===== src/rtl/card_dealer.sv =====
// rtl/card_dealer.sv - unique-card dealer for a single 52-card deck
//
// Purpose: draws cards without replacement. The deck start index comes from a
// free-running counter value sampled when the draw is accepted. Occupied
// slots are skipped by linear probing, one probe per clock.
//
// Ports:
//   clk_50M      in   system clock, all state on posedge
//   i_Reset_n    in   asynchronous active-low reset
//   i_Seed       in   counter value; only [5:0] selects the start index
//   i_Draw       in   draw request, sampled only while idle
//   i_Shuffle    in   return every card to the deck (aborts a search)
//   o_Card       out  rank 1..13 (0 before the first deal)
//   o_Suit       out  suit 0..3
//   o_Value      out  points: A=1, 2..10 face value, J/Q/K=10
//   o_Valid      out  one-cycle pulse when card outputs update
//   o_Busy       out  high while probing
//   o_Empty      out  high when no cards remain
//   o_Remaining  out  undealt card count 0..52
module card_dealer #(
    parameter int WIDTH     = 12,
    parameter int DECK_SIZE = 52
) (
    input  logic             clk_50M,
    input  logic             i_Reset_n,
    input  logic [WIDTH-1:0] i_Seed,
    input  logic             i_Draw,
    input  logic             i_Shuffle,
    output logic [3:0]       o_Card,
    output logic [1:0]       o_Suit,
    output logic [3:0]       o_Value,
    output logic             o_Valid,
    output logic             o_Busy,
    output logic             o_Empty,
    output logic [5:0]       o_Remaining
);

    typedef enum logic {
        S_IDLE,
        S_SEARCH
    } state_t;

    localparam logic [5:0] LAST_IDX = 6'(DECK_SIZE - 1);
    localparam logic [5:0] FULL_CNT = 6'(DECK_SIZE);

    state_t               state_q, state_d;
    logic [DECK_SIZE-1:0] used_q, used_d;
    logic [5:0]           idx_q, idx_d;
    logic [5:0]           remaining_q, remaining_d;
    logic [3:0]           card_q, card_d;
    logic [1:0]           suit_q, suit_d;
    logic [3:0]           value_q, value_d;
    logic                 valid_q, valid_d;

    logic [5:0]           seed_idx;
    logic [1:0]           hit_suit;
    logic [3:0]           hit_off;
    logic [3:0]           hit_rank;
    logic                 unused_seed_bits;

    // Upper counter bits carry no extra entropy for a 52-entry deck.
    assign unused_seed_bits = ^i_Seed[WIDTH-1:6];

    // Fold 0..63 into 0..51 with a single conditional subtract.
    assign seed_idx = (i_Seed[5:0] >= FULL_CNT) ? (i_Seed[5:0] - FULL_CNT) : i_Seed[5:0];

    // idx/13 and idx%13 by range compare: cheaper than a divider for 52 slots.
    always_comb begin
        if (idx_q >= 6'd39) begin
            hit_suit = 2'd3;
            hit_off  = 4'(idx_q - 6'd39);
        end else if (idx_q >= 6'd26) begin
            hit_suit = 2'd2;
            hit_off  = 4'(idx_q - 6'd26);
        end else if (idx_q >= 6'd13) begin
            hit_suit = 2'd1;
            hit_off  = 4'(idx_q - 6'd13);
        end else begin
            hit_suit = 2'd0;
            hit_off  = idx_q[3:0];
        end
    end

    assign hit_rank = hit_off + 4'd1;

    always_comb begin
        state_d     = state_q;
        used_d      = used_q;
        idx_d       = idx_q;
        remaining_d = remaining_q;
        card_d      = card_q;
        suit_d      = suit_q;
        value_d     = value_q;
        valid_d     = 1'b0;

        case (state_q)
            S_IDLE: begin
                // Shuffle wins over a coincident draw; the draw is dropped.
                if (i_Shuffle) begin
                    used_d      = '0;
                    remaining_d = FULL_CNT;
                end else if (i_Draw && !o_Empty) begin
                    idx_d   = seed_idx;
                    state_d = S_SEARCH;
                end
            end
            S_SEARCH: begin
                if (i_Shuffle) begin
                    used_d      = '0;
                    remaining_d = FULL_CNT;
                    state_d     = S_IDLE;
                end else if (used_q[idx_q]) begin
                    idx_d = (idx_q == LAST_IDX) ? 6'd0 : idx_q + 6'd1;
                end else begin
                    used_d[idx_q] = 1'b1;
                    remaining_d   = remaining_q - 6'd1;
                    card_d        = hit_rank;
                    suit_d        = hit_suit;
                    value_d       = (hit_rank >= 4'd10) ? 4'd10 : hit_rank;
                    valid_d       = 1'b1;
                    state_d       = S_IDLE;
                end
            end
            default: state_d = S_IDLE;
        endcase
    end

    always_ff @(posedge clk_50M or negedge i_Reset_n) begin
        if (!i_Reset_n) begin
            state_q     <= S_IDLE;
            used_q      <= '0;
            idx_q       <= '0;
            remaining_q <= FULL_CNT;
            card_q      <= '0;
            suit_q      <= '0;
            value_q     <= '0;
            valid_q     <= 1'b0;
        end else begin
            state_q     <= state_d;
            used_q      <= used_d;
            idx_q       <= idx_d;
            remaining_q <= remaining_d;
            card_q      <= card_d;
            suit_q      <= suit_d;
            value_q     <= value_d;
            valid_q     <= valid_d;
        end
    end

    assign o_Card      = card_q;
    assign o_Suit      = suit_q;
    assign o_Value     = value_q;
    assign o_Valid     = valid_q;
    assign o_Busy      = (state_q == S_SEARCH);
    assign o_Empty     = (remaining_q == 6'd0);
    assign o_Remaining = remaining_q;

endmodule


===== config.mk =====
export PLATFORM = sky130hd
export DESIGN_NAME = card_dealer
export DESIGN_NICKNAME = d
export VERILOG_FILES = /design/src/rtl/card_dealer.sv
export SDC_FILE = /design/constraint.sdc
export NUM_CORES = 1
export LEC_CHECK = 0
export ABC_AREA = 1
export BUFFER_PORTS_ARGS = -buffer_cell sky130_fd_sc_hd__buf_2
export CAP_MARGIN = 20
export CORE_MARGIN = 3
export CORE_UTILIZATION = 50
export DETAILED_ROUTE_END_ITERATION = 8
export HOLD_SLACK_MARGIN = 0.06
export PLACE_DENSITY = 0.72
export SLEW_MARGIN = 20
export SYNTH_ARGS = -nofsm -noshare
export SYNTH_HDL_FRONTEND = slang
export SYNTH_SLANG_ARGS = --single-unit

===== constraint.sdc =====
create_clock -name clk_50M -period 4.2 [get_ports clk_50M]
set_clock_uncertainty 0.05 [all_clocks]
set_input_delay 1.05 -clock clk_50M [delete_from_list [all_inputs] [get_ports clk_50M]]
set_output_delay 1.05 -clock clk_50M [all_outputs]
set_load 0.05 [all_outputs]

==> impl_results.md, run 1 <==
- Worst slew pin tran: 0.959 ns
- Status: finished clean
- Core area: 8460 sq um
- Final hold violations: 0
- Pwr Total: 0.00323 W
- I/O Buffers: 28
- Finished Layout Cells: 785
- Grt ovf: 0
- TritonCTS clock tree: done
- Initial antenna violation count: 0
- Kind of critical path: flop to flop
- Initial DRC count: 284
- Clk buf depth: 2
- Worst VDD drop: 0.452 mV
- Routed length per placed instance: 13.8 um
- Seq. cell area: 1910 sq um
- Worst min-delay path category: flop to flop
- Critical path launch point type: flop
- Worst Setup End Kind: flop
- H-tree Lvls: 3
- Detailed Routing Iterations Pass 1: 7
- IO Pins: 35
- Skew-Pair Late Insertion Delay: 0.35 ns
- Worst EP arrival: 3.59 ns
- Filler instances: 828
- Syn Area/Cell: 6.87 sq um
- Die W: 101 um
- Placed cells: 769
- Share of cells above drive strength 1: 0.0897
- First-pass GRT wire length: 18.1 mm
- Register area share after synthesis: 0.425
- CTS clk-pin slew, worst paths: 0.07 ns
- Cts bufs inserted: 9
- Clock root cell: clkbuf_8
- All-Layer GR Usage: 0.228
- Rows: 33
- Final design utilization: 0.572
- Relative slew margins: 0.360
- Max Freq: 0.298 GHz
- # diodes: 0
- Area Growth Syn to Fin: 7.98%
- Layout Nets: 706
- Postcts setup bufs: 0
- Number of flops mapped to enable cells by yosys: 0
- # DRC: 0
- Crit path max fanout: 27
- Max-cap violations: 0
- Die ar.: 10,100 sq um
- Post-CTS Resized: 0
- Sum Neg Setup Slack: 0 ns
- Hold_buf cts: 0
- Lkg Pwr: 2.75 nW
- Period Utilization, post-route: 0.798
- GPL Wtd Cong: 0.885
- Placed cell area: 4680 sq um
- Synth Warn #: 0
- CTS Sinks: 76
- Ys async rst share: 1.00
- Cell area after layout: 4840 sq um
- Pin count of the biggest net entering global routing: 77
- Net count after synthesis: 684
- Starting Density: 0.530
- Post-layout min period: 3.35 ns
- Mapped Area: 4490 sq um
- Worst Path Required: 4.44 ns
- Vias/cell: 5.18
- Post-synthesis cell count: 653
- Routed Antenna Nets: 0
- Top_reg_cell synth: dfrtp_1
- Via count: 4,070
- Count of final setup violators: 0
- Post-DP HPWL: 7.24 mm
- Routed WL: 10.8 mm
- Final Slew Violations: 0
- RSZ-0062 raised after global routing: no
- Yosys cell types: 28
- Vias in the first global route: 3,702
- Chip height: 101 um
- Multi-input gate area in the final layout: 2130 sq um
- #FFs+latches synth: 76
- PD cells: 667 nW/um^2
layer usage:
layer	up-vias	wire length (um)	part of all wire	global-route usage
li1	2050	-	-	-
met1	1863	5110	0.47	0.329
met2	139	4830	0.44	0.336
met3	18	706	0.065	0.0484
met4	0	203	0.019	0.0850
met5	-	0	0	0
synth_stat cells (2+ instances only):
master      n  share of area
a21oi_1    13          0.015
buf_2      12          0.013
buf_6       2         0.0050
clkbuf_1    7         0.0059
dfrtp_1    73           0.41
dfstp_2     3          0.018
ha_1       15          0.042
inv_1      88          0.074
inv_2       3         0.0025
nand2_1   280           0.23
nand3_1    58          0.065
nand3_2     2         0.0045
nand4_1     7         0.0098
nor2_1     42          0.035
nor2_4      5          0.013
o21ai_0    19          0.021
o21ai_1     6         0.0067
o22ai_1     3         0.0042
xor2_1      6          0.012
path summary, 6_finish.rpt:
| kind | slack (ns) | start | end | cells past startpoint |
|---|---|---|---|---|
| max in group asynchronous | 2.68 | i_Reset_n | idx_q[4]$_DFFE_PN0P_ | 1 |
| min in group asynchronous | 0.80 | i_Reset_n | used_q[21]$_DFFE_PN0P_ | 1 |
| setup reg to reg | 0.85 | idx_q[0]$_DFFE_PN0P_ | o_Value[2]$_DFFE_PN0P_ | 17 |
| hold / removal | 0.43 | used_q[24]$_DFFE_PN0P_ | used_q[24]$_DFFE_PN0P_ | 2 |
| setup / recovery | 0.85 | idx_q[0]$_DFFE_PN0P_ | o_Value[2]$_DFFE_PN0P_ | 17 |
| hold reg to reg | 0.43 | used_q[24]$_DFFE_PN0P_ | used_q[24]$_DFFE_PN0P_ | 2 |
per-stage QoR:
step,hold slack (ns),setup WS (ns)
after floorplan,0.394,1.03
after global placement,0.409,0.846
after detailed placement,0.414,0.843
after CTS,0.431,0.864
after global routing,0.443,0.512
final,0.429,0.850
flip-flops by register name, indices dropped and copies added, names as in the netlist:
signal	cells
o_Remaining	6
o_Card	4
o_Valid	1
idx_q	6
o_Value	4
used_q	52
o_Busy	1
o_Suit	2
layout make-up:
class | count | area share
Clock buffer | 11 | 0.0271
Clock inverter | 5 | 0.00646
Inverter | 92 | 0.0713
Multi-Input combinational cell | 464 | 0.439
Sequential cell | 76 | 0.393
Tap cell | 105 | 0.0271
Timing Repair Buffer | 32 | 0.0356
worst max-delay path: stages, from the launching register on:
cell	delay [ns]
dfrtp_1	0.87
inv_2	0.44
ha_1	0.34
nor2_1	0.08
nand2_1	0.06
nand2_1	0.07
nand2_1	0.09
inv_1	0.14
nand2_1	0.09
nand2_1	0.09
nand2_1	0.05
nand2_1	0.19
ha_1	0.27
nor2_1	0.09
nand3_1	0.08
nand3_1	0.13
nand3_1	0.09
nand2_1	0.09
power by group:
part	total [W]	switching [W]	internal [W]
Sequential	0.000981	0.000137	0.000844
Combinational	0.00177	0.00128	0.000484
Clock	0.000480	0.000267	0.000213
kinds of logic (layout without fill, tap and decap cells):
| family | after synthesis | count (layout) | synth area share |
|---|---|---|---|
| compound gates | 45 | 45 | 0.0538 |
| xor+xnor | 6 | 6 | 0.0117 |
| fa+ha+maj | 15 | 15 | 0.0418 |
| buf+inv | 113 | 140 | 0.101 |
| flops | 76 | 76 | 0.425 |
| simple gates | 398 | 398 | 0.367 |
placed cells by master, fill, tap and decap left out, drive strengths merged:
cell type,count
nor2,48
o21ai,25
clkbuf,11
nand2,280
dfstp,3
dfrtp,73
ha,15
nand3,60
o21a,1
o22ai,3
xor2,6
nor3,1
or2,1
a21oi,13
clkinv,5
nand3b,1
buf,32
a2bb2oi,1
a22oi,1
o32ai,1
clkinvlp,1
inv,91
nand4,7
Power figures use the tool's default switching activity.
==> run 2, diff against run 1 <==
Settings changed: PLACE_DENSITY 0.72 to 0.75.
Clock period 4.2 ns to 2.8 ns, I/O delays scaled along.
==> impl_results.md, run 2 (synthesized netlist as in run 1, its figures left out) <==
- R2R Path End: o_Value[3]$_DFFE_PN0P_
- Reg with most FFs: used_q
- Worst R2R Setup Slack: 0.28 ns
- Area Growth Syn to Fin: 10.7%
- Worst Setup End Kind: flop
- Period Utilization, post-route: 0.900
- Rows: 33
- Vias in the first global route: 3,883
- Via count: 4,117
- Critical Path Start: idx_q[1]$_DFFE_PN0P_
- Pin count of the biggest net entering global routing: 77
- CTS clk-pin slew, worst paths: 0.08 ns
- Die W: 101 um
- Worst setup margin: 0.281 ns
- Post-DP HPWL: 7.49 mm
- All-Layer GR Usage: 0.229
- I/O Buffers: 28
- Initial DRC count: 250
- Worst EP arrival: 2.77 ns
- Pint: 0.00247 W
- Chip height: 101 um
- Lkg Pwr: 2.81 nW
- Worst VDD drop: 0.500 mV
- Max-cap violations: 0
- Post-layout min period: 2.52 ns
- Critical path launch point type: flop
- Share of cells above drive strength 1: 0.108
- Count of final setup violators: 0
- Clock root cell: clkbuf_8
- Layout Nets: 714
- Worst slew pin tran: 0.953 ns
- Most frequent cells in the layout: 279 x nand2_1, 87 x inv_1, 72 x dfrtp_1, 58 x nand3_1, 42 x nor2_1
- Clock network power share: 0.159
- Final design utilization: 0.587
- Seq pwr share: 0.283
- Detailed Routing Iterations Pass 1: 5
- Cts bufs inserted: 9
- IO Pins: 35
- RSZ-0062 raised after global routing: no
- Finished Layout Cells: 793
- Starting Density: 0.530
- Post-CTS Resized: 0
- Placed cells: 777
- Post-Place Worst Slack: 0.156 ns
- Final Slew Violations: 0
- Skew-Pair Late Insertion Delay: 0.36 ns
- Largest register FFs: 52
- Die ar.: 10,100 sq um
- Most common cell after layout, fill and taps aside: nand2_1
- Hold_buf cts: 0
- Critical Path Sink: o_Value[3]$_DFFE_PN0P_
- R2R Path Start: idx_q[1]$_DFFE_PN0P_
- Routed Antenna Nets: 0
- Core area: 8460 sq um
- Routed WL: 11.0 mm
- Sw frac: 0.510
- Combinational Power Share: 0.557
- Routed length per placed instance: 13.8 um
- Initial antenna violation count: 0
- Crit path max fanout: 22
- Vias/cell: 5.19
- Kind of critical path: flop to flop
- Grt ovf: 0
- TritonCTS clock tree: done
- GPL Wtd Cong: 0.864
- CTS Sinks: 76
- Status: finished clean
- PD cells: 1020 nW/um^2
- Relative slew margins: 0.364
- Worst min-delay path category: flop to flop
- Psw: 0.00258 W
- Final hold violations: 0
- # DRC: 0
- Clk buf depth: 2
- # diodes: 0
- Worst Path Required: 3.05 ns
- Sum Neg Setup Slack: 0 ns
- H-tree Lvls: 3
- Postcts setup bufs: 0
- Max Freq: 0.397 GHz
- Register-to-Register Path Depth: 14
- First-pass GRT wire length: 18.5 mm
run 2: metal layers:
metal	vias up	routed length, um	global-route usage
met5	-	0	0
met4	0	183	0.0632
met3	17	602	0.0554
met2	109	4990	0.359
met1	1934	5180	0.317
li1	2057	-	-
run 2: worst min path at each step:
stage / slack [ns] / startpoint / to / cells after the start
2_1_floorplan: 0.35 / i_Reset_n / idx_q[0]$_DFFE_PN0P_ / 0
3_3_place_gp: 0.41 / used_q[24]$_DFFE_PN0P_ / used_q[24]$_DFFE_PN0P_ / 2
3_5_place_dp: 0.41 / o_Value[0]$_DFFE_PN0P_ / o_Value[0]$_DFFE_PN0P_ / 2
4_1_cts: 0.43 / o_Value[2]$_DFFE_PN0P_ / o_Value[2]$_DFFE_PN0P_ / 2
5_1_grt: 0.44 / o_Value[2]$_DFFE_PN0P_ / o_Value[2]$_DFFE_PN0P_ / 2
6_report: 0.43 / o_Card[2]$_DFFE_PN0P_ / o_Card[2]$_DFFE_PN0P_ / 2
run 2: layout make-up:
class / count / area [sq um]
multi-input cells: 464 / 2130
repair buffers: 40 / 258
inverters: 92 / 348
fillers: 800 / 3500
flip-flops and latches: 76 / 1910
clock buffers: 13 / 169
clock inverters: 3 / 20.0
well taps: 105 / 131
run 2: worst max-delay path, cell delays in order, from the launching register on:
cell,delay (ns)
dfrtp_1,0.45
inv_2,0.11
buf_4,0.28
nor2_1,0.08
nand2_1,0.08
nand2_1,0.06
nand2_1,0.06
nand2_1,0.05
nor2_1,0.10
nor2_1,0.08
nor2_4,0.18
nand3_2,0.23
inv_2,0.39
nand3_1,0.16
nand2_1,0.10
run 2: metrics by stage:
step	instance area [sq um]	total power [W]	hold WS (ns)
after floorplan	4490	0.00349	0.354
after global placement	4770	0.00417	0.408
after detailed placement	4770	0.00422	0.414
after CTS	4960	0.00504	0.433
after global routing	4970	0.00548	0.441
final	4970	0.00505	0.430
run 2: power groups by stage:
stage	logic, W	clock network (W)	registers [W]
final	0.00281	0.000804	0.00143
after detailed placement	0.00278	0	0.00145
after global placement	0.00273	0	0.00144
after CTS	0.00279	0.000820	0.00142
after floorplan	0.00177	0	0.00173
after global routing	0.00316	0.000865	0.00145
==> run 3, diff against run 2 <==
Settings changed: CORE_ASPECT_RATIO set to 1.4.
==> impl_results.md, run 3 (synthesized netlist as in run 1, its figures left out) <==
- # DRC: 0
- Worst slew pin tran: 0.954 ns
- Clock root cell: clkbuf_16
- All-Layer GR Usage: 0.231
- Skew-Pair Late Insertion Delay: 0.34 ns
- Postcts setup bufs: 0
- Worst Setup End Kind: flop
- Detailed Routing Iterations Pass 1: 5
- Combinational Power Share: 0.526
- Final hold violations: 0
- Share of cells above drive strength 1: 0.100
- Most common cell after layout, fill and taps aside: nand2_1
- Status: finished clean
- Pint: 0.00270 W
- Max-cap violations: 0
- Kind of critical path: flop to flop
- Routed Antenna Nets: 0
- Starting Density: 0.518
- H-tree Lvls: 3
- Post-DP HPWL: 7.60 mm
- Initial antenna violation count: 0
- Crit-path cells: inv_2 -> buf_4 -> nand2_1 -> nand3_1 -> nand2_1 -> nand2_1 -> nand2_1 -> nor2_1 -> nor2_1 -> nor2_4 -> nand3_2 -> buf_4 -> nor2_2 -> nand2_1 -> nand2_1
- Crit-path slowest cell: dfrtp_1
- Core area: 8660 sq um
- Rows: 40
- Sw frac: 0.491
- IO Pins: 35
- Largest register FFs: 52
- Via count: 4,194
- Clk buf depth: 2
- TritonCTS clock tree: done
- Crit path max fanout: 14
- Relative slew margins: 0.364
- Count of final setup violators: 0
- Critical path launch point type: flop
- Worst Path Required: 3.03 ns
- Vias in the first global route: 3,938
- Area Growth Syn to Fin: 11.9%
- Pin count of the biggest net entering global routing: 77
- PD cells: 1060 nW/um^2
- Grt ovf: 0
- Psw: 0.00260 W
- Chip height: 118 um
- First-pass GRT wire length: 18.5 mm
- I/O Buffers: 28
- Reg with most FFs: used_q
- Initial DRC count: 367
- # diodes: 0
- Seq pwr share: 0.270
- Sum Neg Setup Slack: 0 ns
- Routed WL: 11.2 mm
- Worst EP arrival: 2.78 ns
- Lkg Pwr: 2.84 nW
- CTS clk-pin slew, worst paths: 0.06 ns
- Worst min-delay path category: flop to flop
- Clock network power share: 0.204
- Period Utilization, post-route: 0.911
- Cts bufs inserted: 9
- Max Freq: 0.392 GHz
- Cell repeated most along the worst path: nand2_1
- Vias/cell: 5.30
- Worst VDD drop: 0.896 mV
- RSZ-0062 raised after global routing: no
- GPL Wtd Cong: 0.845
- Post-layout min period: 2.55 ns
- Die W: 86.1 um
- Routed length per placed instance: 14.1 um
- Crit-path max cell delay: 0.39 ns
- Layout Nets: 713
- Final Slew Violations: 0
- Final design utilization: 0.580
- Die ar.: 10,200 sq um
- Most frequent cells in the layout: 280 x nand2_1, 88 x inv_1, 73 x dfrtp_1, 58 x nand3_1, 42 x nor2_1
- CTS Sinks: 76
==> run 3: timing repair <==
| item | 4_1_cts | 5_1_grt |
|---|---|---|
| endpoints found under the hold margin | 0 | 0 |
| hold buffers | 0 | 0 |
| resized for setup | 0 | 2 |
| setup endpoints to repair | 0 | 4 |
==> run 3: stage by stage <==
| step | total power (W) | hold WS [ns] | instance area, sq um | instances | worst slack (ns) |
|---|---|---|---|---|---|
| 2_1_floorplan | 0.00349 | 0.354 | 4490 | 653 | 0.409 |
| 3_3_place_gp | 0.00413 | 0.410 | 4740 | 776 | 0.288 |
| 3_5_place_dp | 0.00418 | 0.410 | 4740 | 776 | 0.230 |
| 4_1_cts | 0.00528 | 0.430 | 5010 | 792 | 0.207 |
| 5_1_grt | 0.00570 | 0.442 | 5020 | 792 | 0.0551 |
| 6_report | 0.00530 | 0.427 | 5020 | 792 | 0.248 |
==> run 3: cell type report <==
| type | instances | area (sq um) |
|---|---|---|
| tap | 105 | 131 |
| multi-input combinational | 464 | 2130 |
| timing repair buffer | 39 | 229 |
| fill | 810 | 3640 |
| clock inverter | 2 | 10.0 |
| sequential | 76 | 1910 |
| clock buffer | 14 | 264 |
| inverter | 92 | 345 |
==> run 3: path summary, 6_finish.rpt <==
check                                                  end  slack (ns)              startpoint  depth (start not counted)
worst min-delay path                used_q[13]$_DFFE_PN0P_        0.43  used_q[13]$_DFFE_PN0P_                          2
worst max register to register      used_q[34]$_DFFE_PN0P_        0.25    idx_q[0]$_DFFE_PN0P_                         15
max in group asynchronous       o_Remaining[1]$_DFFE_PN0P_        1.62               i_Reset_n                          1
worst max-delay path                used_q[34]$_DFFE_PN0P_        0.25    idx_q[0]$_DFFE_PN0P_                         15
min in group asynchronous           used_q[43]$_DFFE_PN0P_        0.44               i_Reset_n                          1
worst min register to register      used_q[13]$_DFFE_PN0P_        0.43  used_q[13]$_DFFE_PN0P_                          2
==> run 3: layer usage <==
| layer | wire length, um | track usage | share of wire |
|---|---|---|---|
| met1 | 4470 | 0.283 | 0.40 |
| met2 | 5640 | 0.379 | 0.50 |
| met5 | 0 | 0 | 0 |
| met3 | 601 | 0.0490 | 0.054 |
| met4 | 479 | 0.112 | 0.043 |
==> run 3: critical path, delay by kind of cell, from the launching register on <==
kind,cells,cell delay [ns]
flip-flops,1,0.39
buffers and inverters,3,0.71
AND/OR/NAND/NOR,12,1.35
==> run 3: power groups by stage <==
stage               Clock (W)  Combinational (W)  Sequential [W]
finish                0.00108            0.00279         0.00143
global route          0.00114            0.00311         0.00145
CTS                   0.00109            0.00276         0.00143
detailed placement          0            0.00275         0.00144
global placement            0            0.00270         0.00144
floorplan                   0            0.00177         0.00173
